$ cat src/rtl/conv_addr_gen.sv
// conv_addr_gen: walks every 3x3 stride-1 convolution window over a
// channel-major, row-major activation buffer. It emits one read address per
// cycle over a valid/ready handshake, and flags the last address of each
// window and of the whole frame.
module conv_addr_gen #(
  parameter int ADDR_W = 24,
  parameter int K      = 3
) (
  input  logic              clk,
  input  logic              rstn,
  input  logic              start,
  input  logic              abort,
  input  logic [7:0]        cfg_channels,
  input  logic [7:0]        cfg_width,
  input  logic [7:0]        cfg_height,
  input  logic [ADDR_W-1:0] cfg_base,
  output logic [ADDR_W-1:0] addr_out,
  output logic              addr_valid,
  input  logic              addr_ready,
  output logic              win_last,
  output logic              frame_last,
  output logic              busy,
  output logic              done,
  output logic              cfg_err
);

  localparam logic [1:0] S_IDLE  = 2'd0;
  localparam logic [1:0] S_CHECK = 2'd1;
  localparam logic [1:0] S_RUN   = 2'd2;

  localparam logic [1:0] KM1 = 2'(K - 1);

  logic [1:0]        state;
  logic [7:0]        cfg_c, cfg_w, cfg_h;
  logic [ADDR_W-1:0] base_r, plane;
  logic [7:0]        oy, ox, c;
  logic [1:0]        ky, kx;
  // Pointer chain: each level holds the address where that loop level
  // restarts, so every step is a single add of 1, W or W*H.
  logic [ADDR_W-1:0] orow_ptr, win_ptr, chan_ptr, row_ptr, addr_r;
  logic              done_r;

  logic              cfg_bad;
  logic              kx_end, ky_end, c_end, ox_end, oy_end;
  logic [ADDR_W-1:0] w_ext;
  logic [15:0]       wh;

  // Decode loop-end conditions, flags and status from the registered state.
  always_comb begin
    cfg_bad    = (cfg_w < 8'd3) || (cfg_h < 8'd3) || (cfg_c == 8'd0);
    kx_end     = (kx == KM1);
    ky_end     = (ky == KM1);
    c_end      = (c == cfg_c - 8'd1);
    ox_end     = (ox == cfg_w - 8'd3);
    oy_end     = (oy == cfg_h - 8'd3);
    w_ext      = ADDR_W'(cfg_w);
    wh         = 16'(cfg_w) * 16'(cfg_h);
    addr_valid = (state == S_RUN);
    win_last   = (state == S_RUN) && c_end && ky_end && kx_end;
    frame_last = win_last && ox_end && oy_end;
    busy       = (state == S_CHECK) || (state == S_RUN);
    cfg_err    = (state == S_CHECK) && cfg_bad;
    addr_out   = addr_r;
    done       = done_r;
  end

  // FSM, config latch and incremental address walk.
  always_ff @(posedge clk or negedge rstn) begin
    if (!rstn) begin
      state    <= S_IDLE;
      cfg_c    <= '0;
      cfg_w    <= '0;
      cfg_h    <= '0;
      base_r   <= '0;
      plane    <= '0;
      oy       <= '0;
      ox       <= '0;
      c        <= '0;
      ky       <= '0;
      kx       <= '0;
      orow_ptr <= '0;
      win_ptr  <= '0;
      chan_ptr <= '0;
      row_ptr  <= '0;
      addr_r   <= '0;
      done_r   <= 1'b0;
    end else begin
      done_r <= 1'b0;
      if (abort) begin
        state <= S_IDLE;
      end else begin
        case (state)
          S_IDLE: begin
            if (start) begin
              cfg_c  <= cfg_channels;
              cfg_w  <= cfg_width;
              cfg_h  <= cfg_height;
              base_r <= cfg_base;
              state  <= S_CHECK;
            end
          end
          S_CHECK: begin
            if (cfg_bad) begin
              state <= S_IDLE;
            end else begin
              plane    <= ADDR_W'(wh);
              oy       <= '0;
              ox       <= '0;
              c        <= '0;
              ky       <= '0;
              kx       <= '0;
              orow_ptr <= base_r;
              win_ptr  <= base_r;
              chan_ptr <= base_r;
              row_ptr  <= base_r;
              addr_r   <= base_r;
              state    <= S_RUN;
            end
          end
          S_RUN: begin
            if (addr_ready) begin
              if (frame_last) begin
                state  <= S_IDLE;
                done_r <= 1'b1;
              end else if (!kx_end) begin
                kx     <= kx + 2'd1;
                addr_r <= addr_r + ADDR_W'(1);
              end else if (!ky_end) begin
                kx      <= '0;
                ky      <= ky + 2'd1;
                row_ptr <= row_ptr + w_ext;
                addr_r  <= row_ptr + w_ext;
              end else if (!c_end) begin
                kx       <= '0;
                ky       <= '0;
                c        <= c + 8'd1;
                chan_ptr <= chan_ptr + plane;
                row_ptr  <= chan_ptr + plane;
                addr_r   <= chan_ptr + plane;
              end else if (!ox_end) begin
                kx       <= '0;
                ky       <= '0;
                c        <= '0;
                ox       <= ox + 8'd1;
                win_ptr  <= win_ptr + ADDR_W'(1);
                chan_ptr <= win_ptr + ADDR_W'(1);
                row_ptr  <= win_ptr + ADDR_W'(1);
                addr_r   <= win_ptr + ADDR_W'(1);
              end else begin
                kx       <= '0;
                ky       <= '0;
                c        <= '0;
                ox       <= '0;
                oy       <= oy + 8'd1;
                orow_ptr <= orow_ptr + w_ext;
                win_ptr  <= orow_ptr + w_ext;
                chan_ptr <= orow_ptr + w_ext;
                row_ptr  <= orow_ptr + w_ext;
                addr_r   <= orow_ptr + w_ext;
              end
            end
          end
          default: state <= S_IDLE;
        endcase
      end
    end
  end

endmodule

$ cat config.mk
export PLATFORM = sky130hd
export DESIGN_NAME = conv_addr_gen
export DESIGN_NICKNAME = d
export VERILOG_FILES = /design/src/rtl/conv_addr_gen.sv
export SDC_FILE = /design/constraint.sdc
export NUM_CORES = 1
export LEC_CHECK = 0
export ABC_AREA = 1
export BUFFER_PORTS_ARGS = -buffer_cell sky130_fd_sc_hd__buf_2
export CAP_MARGIN = 20
export CORE_AREA = 8 8 244 246
export CTS_CLUSTER_DIAMETER = 50
export CTS_CLUSTER_SIZE = 25
export DETAILED_ROUTE_END_ITERATION = 16
export DIE_AREA = 0 0 252 254
export MAX_ROUTING_LAYER = met4
export PLACE_DENSITY = 0.51
export SYNTH_ARGS = -nofsm -noshare
export SYNTH_HDL_FRONTEND = slang
export SYNTH_SLANG_ARGS = --single-unit
$ cat constraint.sdc
create_clock -name clk -period 5.7 [get_ports clk]
set_input_delay 0.285 -clock clk [delete_from_list [all_inputs] [get_ports clk]]
set_output_delay 0.285 -clock clk [all_outputs]
set_load 0.01 [all_outputs]
### Word level (Yosys, flattened, before mapping)

Cells that the tools add are included.

| operators by class | value |
|---|---|
| $mul | 1 |
| $lt $le $gt $ge | 2 |
| $add $sub $neg | 13 |
| reductions and logical operators | 20 |
| muxes and demuxes | 71 |
| eq/ne operators | 17 |
| bitwise gates (word level) | 2 |

Operators by type and width:

| operator | number |
|---|---|
| 24-bit two-way mux | 25 |
| 24-bit one-hot mux with 2 select lines | 5 |
| 8-bit two-way mux | 18 |
| 24-bit by 1-bit adder with 24-bit output (second input constant) | 2 |
| 24-bit by 8-bit adder with 24-bit output | 2 |
| 8-bit one-hot mux with 2 select lines | 3 |
| 2-bit two-way mux | 13 |
| 24-bit by 16-bit adder with 24-bit output | 1 |
| 8-bit by 1-bit adder with 8-bit output (second input constant) | 3 |
| 8-bit == test | 3 |
| 8-bit by 2-bit < comparator with 1-bit output (second input constant) | 2 |
| 8-bit by 8-bit multiplier with 16-bit output | 1 |
| 8-bit by 2-bit subtractor with 8-bit output (second input constant) | 2 |
| 2-bit by 1-bit inequality test with 1-bit output (second input constant) | 5 |
| 3-bit AND reduction | 3 |
| 9-bit AND reduction | 1 |
| 8-bit zero test | 1 |
| 2-bit one-hot mux with 2 select lines | 2 |
| 8-bit AND reduction | 1 |
| 8-bit by 1-bit subtractor with 8-bit output (second input constant) | 1 |
| 7-bit AND reduction | 1 |
| 2-bit == test (second input constant) | 3 |
| 1-bit logical AND | 6 |
| 3-bit by 2-bit inequality test with 1-bit output (second input constant) | 2 |
| other kinds (12) | 20 |

| storage, ports and cells | value |
|---|---|
| register bits after elaboration | 215 |
| bits of input ports | 53 |

### Logic depth before layout (Yosys ltp)

Gate-level depths: netlist of run 1.

| depth | value |
|---|---|
| depth after elaboration | 11 |
| gate-level depth with buffers | 22 |
| gate-level depth less buffers | 22 |

### Least setup slack after synthesis of run 1

No wires, ideal clock.

| timing path | value |
|---|---|
| kind | reg-to-reg |
| from | reg cfg_w[3] |
| to | reg plane[14] |
| data required time | 5.582 ns |
| period minus slack after synthesis | 4.461 ns |
| slack | 1.239 ns |
| stages on the path, launching flop included | 22 |
| path buffers | 1 |
| arrival time | 4.343 ns |
| path through | dfrtp_1 buf_2 nand2_1 inv_1 fa_1 inv_1 fa_1 inv_1 fa_1 inv_1 fa_1 inv_1 ha_1 a21oi_1 o21ai_0 a21oi_1 o21ai_0 a21oi_1 o21bai_1 or2_2 nand3_1 nand2_1 |

| between the ends | value |
|---|---|
| word-level cells in the longest chain between the ends | 5 |
| elaborated cells between the ends (all ways) | 6 |
| those cells by class | 1 x mul; 1 x order compare; 1 x bitwise; 3 x reduce/logical |

Ends and longest elaborated chain:

| element | line | text |
|---|---|---|
| start: declaration | 34 | `logic [7:0] cfg_c, cfg_w, cfg_h;` |
| start signal: assignment | 96 | `cfg_w <= cfg_width;` |
| branches (longest 5 deep; another with 8-bit by 8-bit multiplier with 16-bit output) | n/a |  |
| end signal: assignment | 106 | `plane <= ADDR_W'(wh);` |
| end: declaration | 35 | `logic [ADDR_W-1:0] base_r, plane;` |

Parallel ways; which one is timed is not known.
A chain may end at the register's enable or synchronous reset.

### Final worst setup path of run 1

Same ends and word-level chain as after synthesis.

==> results list, run 1 <==
* Run status: complete, no violations
* Maximum number of pins on one net before global-route repair: 113
- STA puts the critical path data arrival time at 5290 ps.
* Number of gates resized after CTS: 0
* Largest clock skew in the final design: 13.77 ps
- In this design, the largest share of critical-path delay is due to adder cells.
- Number of instances in the synthesized netlist: 2721
- Of the synthesized area, sequential elements account for between 20% and 30%.
- Pins over their slew limit: 0
* Worst relative slew slack: 29.24%
- Storage element area: 5380 um2
- Synthesis instantiated 49 different standard cells from the library.
- Number of enable-type register cells in the synthesized netlist: 0
- Max-cap violations: 0
* Cell with the largest stage delay on the worst path: dfrtp_1
- Core region area: 55730 um2
- With fillers left out, the area of the finished cells amounts to around 21000 um2.
- The count of endpoints failing hold in the final timing report is 0.
- Clock transition at the registers of the reported paths: 50 ps
* Setup repair after global routing missed its margin: no
- After floorplanning, the core was divided into 87 placement rows.
- Counting the buffers created by CTS gives 39.
- Wire length of the first global-routing pass: 102800 um
- Path category of the worst min-delay check: input port to register
* Die area: between 60000 and 70000 um2
- Dividing the detail-routed wire length by the instance count gives 18.40 um.
- In the synthesized netlist the async set-or-reset flop fraction comes to 100.0%.
- Shortest period the worst path allows: 4850 ps
- Violation count after the first detailed-routing iteration: 1463
- Traced cell by cell, the critical path runs through nand2_1, inv_1, fa_1, fa_1, fa_1, inv_1, fa_1, inv_1, ha_1, a21oi_1, o21ai_0, a21oi_1, o21ai_0, a21oi_1, o21bai_1, or2_2, nand3_1, nand2_1.
- Boundary pin count: 83
- The number of nets in the synthesized netlist is about 2900.
* Deepest clock path buffer count: 3
- RD Place Congestion: slightly above 0.9
- The floorplan step set the die height to 254 um.
- Once layout is complete, the utilization of the core stands at about two fifths.
- For the pin with the worst max-slew slack, the measured transition is 1061 ps.
* Maximum achievable frequency: approximately 210 MHz
- Buffers & Inverters on Critical Path: 3
* Cell Area, Synth: 18220 um2
* Total routed wirelength: 66570 um
* ANT nets after route: 0
- Setup-violating endpoint count in the final report: 0
- Fill cells in the final layout number 6035.
- Period Utilization, post-route: 85.08%
- Total global routing overflow: 0
- Via count of the first global-routing pass: around 17000
- Worst setup EP type: register
* Worst Setup Path Type: register to register
- The number of setup buffers added after CTS is 0.
- After detailed placement, the total cell area comes to around 19000 um2.
- TritonCTS built the clock tree.
- Detailed-router iteration count before antenna repair: 6
* Startpoint Class: register
* Required time of the critical path: 6150 ps
* Clock sink total: roughly 220
* Layout Nets: 3002
- Most used flip-flop cell after synthesis: dfrtp_1
- Warning count from the yosys run: 0
- Count of input and output buffers: 82
* Total track usage: 21.10%
- Slowest cell delay on critical path: 780 ps
- Counting stages on the worst path, the most repeated cell is fa_1.
- Worst-skew pair later-pin latency: 560 ps
* Detailed-route via count: 18020
- Number of remaining DRC errors: 0
- The average instance in the mapped netlist occupies roughly 6.7 um2.
* Multi-input logic area: 10930 um2
- Cell at the root of the clock tree: clkbuf_16
- Number of antenna violations at the first check in global routing: 0
* Total negative setup slack: 0 ps
* H-tree depth: 2
- Post-detailed-placement half-perimeter wirelength: 51120 um
- Using the TritonRoute via totals, the vias-per-cell ratio works out to between 4 and 5.
- Minimum hold slack: 21.09 ps
- Effective utilization at floorplan: 32.70%
- Flip-flop and latch count after synthesis: 215
* Proportion of layout cells with a drive suffix above 1: approximately a tenth
* Crit-path max FO: 15
- The die is 252 um wide.
- Area grow syn2layout: 16.34%
-- tightest hold or removal path, stage by stage --
cell     delay, ps
buf_2           80
nor2_1          50
a21oi_1        110
-- registers in the layout, summed over array words and instances (netlist names), 8 cells and up --
signal	cells
addr_out	24
c	8
win_ptr	24
chan_ptr	24
cfg_h	8
cfg_c	8
oy	8
orow_ptr	24
cfg_w	8
base_r	24
ox	8
row_ptr	24
plane	16
-- final cells by class --
| type | count | area share (%) |
|---|---|---|
| Multi-Input combinational cell | 2025 | 51.57 |
| Sequential cell | 215 | 25.38 |
| Inverter | 400 | 7.082 |
| Timing Repair Buffer | 149 | 4.910 |
| Clock buffer | 44 | 4.786 |
| Tap cell | 756 | 4.461 |
| Clock inverter | 28 | 1.806 |
| Antenna cell | 1 | 0.01180 |
-- worst paths after layout --
path	startpoint	endpoint	slack [ps]	cells past startpoint
max	cfg_w[3]	plane[14]	850	18
min	cfg_width[6]	cfg_w[6]	20	3
max reg2reg	cfg_w[3]	plane[14]	850	18
min reg2reg	chan_ptr[10]	chan_ptr[10]	490	2
max in group asynchronous	rstn	plane[12]	3990	3
min in group asynchronous	rstn	oy[0]	360	2
-- synth_stat cells, types with 5 or more instances --
cell      instances  area, um2
a21boi_0          9      67.56
a21oi_1         106      530.5
a21oi_2           8      70.07
a22oi_1           7      52.55
a31oi_1           5      31.28
and2_1            7      43.79
buf_1             6      22.52
buf_2            29      145.1
buf_4            13      97.59
buf_6             6      67.56
clkbuf_1         27      101.4
dfrtp_1         215       5380
fa_1             39      780.8
ha_1             80       1001
inv_1           391       1468
inv_2             9      33.78
mux2_2           30      337.8
nand2_1         853       3202
nand2_2           5      31.28
nand3_1         226       1131
nand3b_1          8      60.06
nand4_1          55      344.1
nor2_1          202      758.2
nor2_2            9      56.30
nor3_1           40      200.2
nor4_1            7      43.79
o21ai_0         128      640.6
o21ai_1          54      270.3
or2_2            23      143.9
xnor2_1          26      227.7
xor2_1           60      525.5
-- per-stage QoR --
stage | std cells | setup slack [ps]
detailed placement | 3498 | 856.5
floorplan | 2721 | 1239
CTS | 3617 | 818.6
global route | 3617 | 471.0
global placement | 3498 | 898.0
finish | 3618 | 850.3
-- timing repair --
action	CTS	global route
hold buffers	47	0
setup endpoints to repair	0	0
hold endpoints to repair	155	0
-- layout by cell type, fill, tap and decap left out, types with 6 or more instances in the layout --
| master | instances |
|---|---|
| ha_1 | 79 |
| nand3_1 | 225 |
| clkinvlp_4 | 8 |
| nand3b_1 | 8 |
| nand2_1 | 853 |
| or2_2 | 23 |
| xor2_1 | 60 |
| a21boi_0 | 9 |
| nor2_2 | 9 |
| inv_1 | 391 |
| inv_6 | 6 |
| mux2_2 | 30 |
| buf_2 | 81 |
| a22oi_1 | 7 |
| a21oi_2 | 8 |
| nor4_1 | 7 |
| fa_1 | 39 |
| nor2_1 | 202 |
| o21ai_0 | 128 |
| clkbuf_16 | 39 |
| inv_2 | 9 |
| o21ai_1 | 54 |
| dfrtp_1 | 215 |
| dlygate4sd3_1 | 47 |
| and2_1 | 7 |
| xnor2_1 | 26 |
| nand4_1 | 55 |
| a21oi_1 | 106 |
| buf_4 | 20 |
| bufinv_16 | 7 |
| nor3_1 | 40 |
-- routing by layer --
| layer | global-route usage (%) | vias to the layer above | share of wire (%) |
|---|---|---|---|
| met1 | 28.24 | 8512 | 46 |
| met2 | 32.59 | 511 | 44 |
| met3 | 3.487 | 102 | 6.2 |
| li1 | - | 8895 | - |
| met4 | 6.315 | 0 | 3.0 |
| met5 | - | - | 0 |
-- logic make-up (layout without fill, tap and decap cells) --
| logic type | count (synthesis) | after routing | synth area share, % |
|---|---|---|---|
| other | 0 | 1 | 0 |
| AOI/OAI and AO/OA | 339 | 339 | 10.03 |
| and+or+nand+nor | 1451 | 1451 | 34.06 |
| adders and majority gates | 119 | 119 | 9.777 |
| xor gates and xnor gates | 86 | 86 | 4.133 |
| DFF | 215 | 215 | 29.52 |
| muxes | 30 | 30 | 1.854 |
| buffers and inverters | 481 | 621 | 10.62 |
Power of run 1 is not shown: default switching activity piles up to over one toggle a cycle in this logic, so the estimate is an artifact.
==> inputs of run 2 (changes only) <==
--- a/config.mk
+++ b/config.mk
@@ -8,13 +8,16 @@
 export ABC_AREA = 1
 export BUFFER_PORTS_ARGS = -buffer_cell sky130_fd_sc_hd__buf_2
 export CAP_MARGIN = 20
+export CELL_PAD_IN_SITES_DETAIL_PLACEMENT = 0
+export CELL_PAD_IN_SITES_GLOBAL_PLACEMENT = 1
 export CORE_AREA = 8 8 244 246
 export CTS_CLUSTER_DIAMETER = 50
 export CTS_CLUSTER_SIZE = 25
 export DETAILED_ROUTE_END_ITERATION = 16
 export DIE_AREA = 0 0 252 254
 export MAX_ROUTING_LAYER = met4
-export PLACE_DENSITY = 0.51
+export PLACE_DENSITY = 0.65
+export REMOVE_ABC_BUFFERS = 1
 export SYNTH_ARGS = -nofsm -noshare
 export SYNTH_HDL_FRONTEND = slang
 export SYNTH_SLANG_ARGS = --single-unit
==> results list, run 2 (same netlist as run 1, synthesis figures left out) <==
- The peak fanout along the critical path was 13 (-2).
- FP Rows: 87 (unchanged)
* Setup repair after global routing missed its margin: no
* Effective utilization at floorplan: 32.70% (unchanged)
- The detailed-route wire length is 69120 um (+3.8%).
- The via count of the first global-routing pass is 17596 (+0.89%).
- The post-cts resize count is 0 (unchanged).
* Total global routing overflow: 0 (unchanged)
- Traced cell by cell, the critical path runs through nand2_1, inv_1, fa_1, fa_1, inv_1, fa_1, fa_1, inv_1, ha_1, nand2_1, o21ai_0, nand2_1, nand2_1, a21oi_1, o21ai_0, nand3_1, nand2_1, xor2_1, o21ai_0.
* Required time of the critical path: 6150 ps (about the same)
- ANT nets after route: 0 (unchanged)
- Relative to the synthesized area, the layout overhead comes to 18.09%.
* Path category of the worst min-delay check: input port to register
* DIE WIDTH: 252 um (unchanged)
- Maximum achievable frequency: 206.6 MHz (+0.20%)
- Cell with the largest stage delay on the worst path: dfrtp_1
* Clock sink total: 215 (unchanged)
- The floorplan die height was 254 um (unchanged).
- The worst slew margin relative to its limit was 32.89% (+3.6 points).
* Final-report hold violation count: 0 (unchanged)
- RD Place Congestion: 0.9269 (-0.48%)
- The placeable core area is 55730 um2 (unchanged).
* Detailed-router iteration count before antenna repair: 6 (unchanged)
* Violation count after the first detailed-routing iteration: 1329 (-9.2%)
- The number of primary I/O pins was 83 (unchanged).
- The count of port buffers added during placement was 82 (unchanged).
* Proportion of layout cells with a drive suffix above 1: 9.937% (+0.47 points)
* Setup-violating endpoint count in the final report: 0 (unchanged)
* Shortest period the worst path allows: 4840 ps (-9.813 ps)
* Worst-skew pair later-pin latency: 580 ps (+20 ps)
- The via count normalized by instance count is 4.987 (+0.13%).
- The worst setup path is launched from a register.
- Wire length of the first global-routing pass: 105600 um (+2.7%)
- Max-cap violations: 0 (unchanged)
- Maximum number of pins on one net before global-route repair: 123 (+8.8%)
- The post-DP HPWL came to 52340 um (+2.4%).
- Worst setup EP type: register
- The utilization of the core after routing was 38.61% (+0.57 points).
- The slew at the pin with the worst max-slew slack came to 999.0 ps (-62.41 ps).
* TritonCTS Buffers: 46 (+18%)
- The area enclosed by the die boundary is 64010 um2 (unchanged).
- Cell area after placement: 19360 um2 (+0.14%)
- The largest clock skew in the final design was 18.94 ps (+5.171 ps).
* Family with the most delay on the worst path: adder cells
* Cell repeated most along the worst path: nand2_1
* H-tree depth: 2 (unchanged)
- TritonCTS clock tree: done
* Slowest cell delay on critical path: 620 ps (-160 ps)
- Final instance area: 21520 um2 (+1.5%)
- The count of buffer and inverter cells on the critical path came to 3 (unchanged).
- Detailed-route via count: 18129 (+0.60%)
- The tree is rooted in a clkbuf_16.
- Most common library cell in the layout ignoring fill and taps: nand2_1
- The maximum buffer depth of the clock tree is 3 (unchanged).
* Total negative setup slack: 0 ps (unchanged)
* Clock transition at the registers of the reported paths: 60 ps (about the same)
- Layout Nets: 3015 (+0.43%)
- Worst Setup Path Type: register to register
- The top cell types in the final layout, fill and taps aside, are nand2_1, inv_1, nand3_1.
* Number of antenna violations at the first check in global routing: 1 (+1)
- The arrival time at the worst endpoint came to 5290 ps (about the same).
- Run status: complete, no violations
- The share of the cycle needed by the critical path after routing is 84.91% (-0.17 points).
- Pins over their slew limit: 0 (unchanged)
- The overall routing resource usage is 22.06% (+0.96 points).
- The number of remaining DRC errors came to 0 (unchanged).
- The average detailed-routed wire length per instance came to 19.01 um (+3.3%).
[run 2: changes by cell type in the layout (fill, tap and decap cells not counted), moves of 2 or more]
cell,previous run,this run
clkinv_4,5,3
clkbuf_8,2,6
clkinv_8,0,5
clkinvlp_4,8,2
inv_8,1,3
bufinv_16,7,3
dlygate4sd3_1,47,50
clkbuf_16,39,49
clkinv_2,1,5
[run 2: final timing paths]
| kind | from | end | slack (ps) | depth (start not counted) |
|---|---|---|---|---|
| worst min-delay path | cfg_width[3] | cfg_w[3] | 60 | 3 |
| worst max register to register | cfg_w[2] | plane[13] | 860 | 19 |
| worst max-delay path | cfg_w[2] | plane[13] | 860 | 19 |
| worst min register to register | chan_ptr[3] | chan_ptr[3] | 490 | 2 |
| max in group asynchronous | rstn | orow_ptr[22] | 4170 | 3 |
| min in group asynchronous | rstn | plane[14] | 300 | 2 |
[run 2: metal layers]
metal | routed length [um] | part of all wire, % | GRT usage [%]
met2 | 30000 | 43 | 33.05
met1 | 32130 | 46 | 29.28
met3 | 4470 | 6.5 | 4.294
met5 | 0 | 0 | -
met4 | 2512 | 3.6 | 8.348
[run 2: worst register-to-register path, cell delays in order (launching register included)]
cell and delay, ps:
dfrtp_1 620, nand2_1 160, inv_1 70, fa_1 410, fa_1 590, inv_1 70
fa_1 470, fa_1 540, inv_1 40, ha_1 360, nand2_1 70, o21ai_0 370
nand2_1 100, nand2_1 80, a21oi_1 80, o21ai_0 290, nand3_1 110, nand2_1 90
xor2_1 130, o21ai_0 80
[run 2: metrics by stage]
step                setup slack (ps)  cells  hold WS [ps]
floorplan                      612.9   2640        -10.59
global placement               844.0   3500         380.5
detailed placement             850.3   3500         379.2
CTS                            858.4   3633         35.22
global route                   479.7   3635         60.20
finish                         860.1   3635         63.31
[run 2: final cells by class]
cell class                      instances  area, um2
Clock buffer                           57       1316
Antenna cell                            1      2.502
Timing Repair Buffer                  155       1126
Fill cell                            5988      34210
Sequential cell                       215       5380
Multi-Input combinational cell       2025      10930
Inverter                              400       1501
Tap cell                              756      945.9
Clock inverter                         26      315.3
[run 2: what timing repair did]
item | in CTS | in global routing
endpoints found under the hold margin | 141 | 0
setup buffers | 0 | 0
hold buffers | 50 | 0
endpoints found under the setup margin | 0 | 0
Power of run 2 is left out for the same reason.
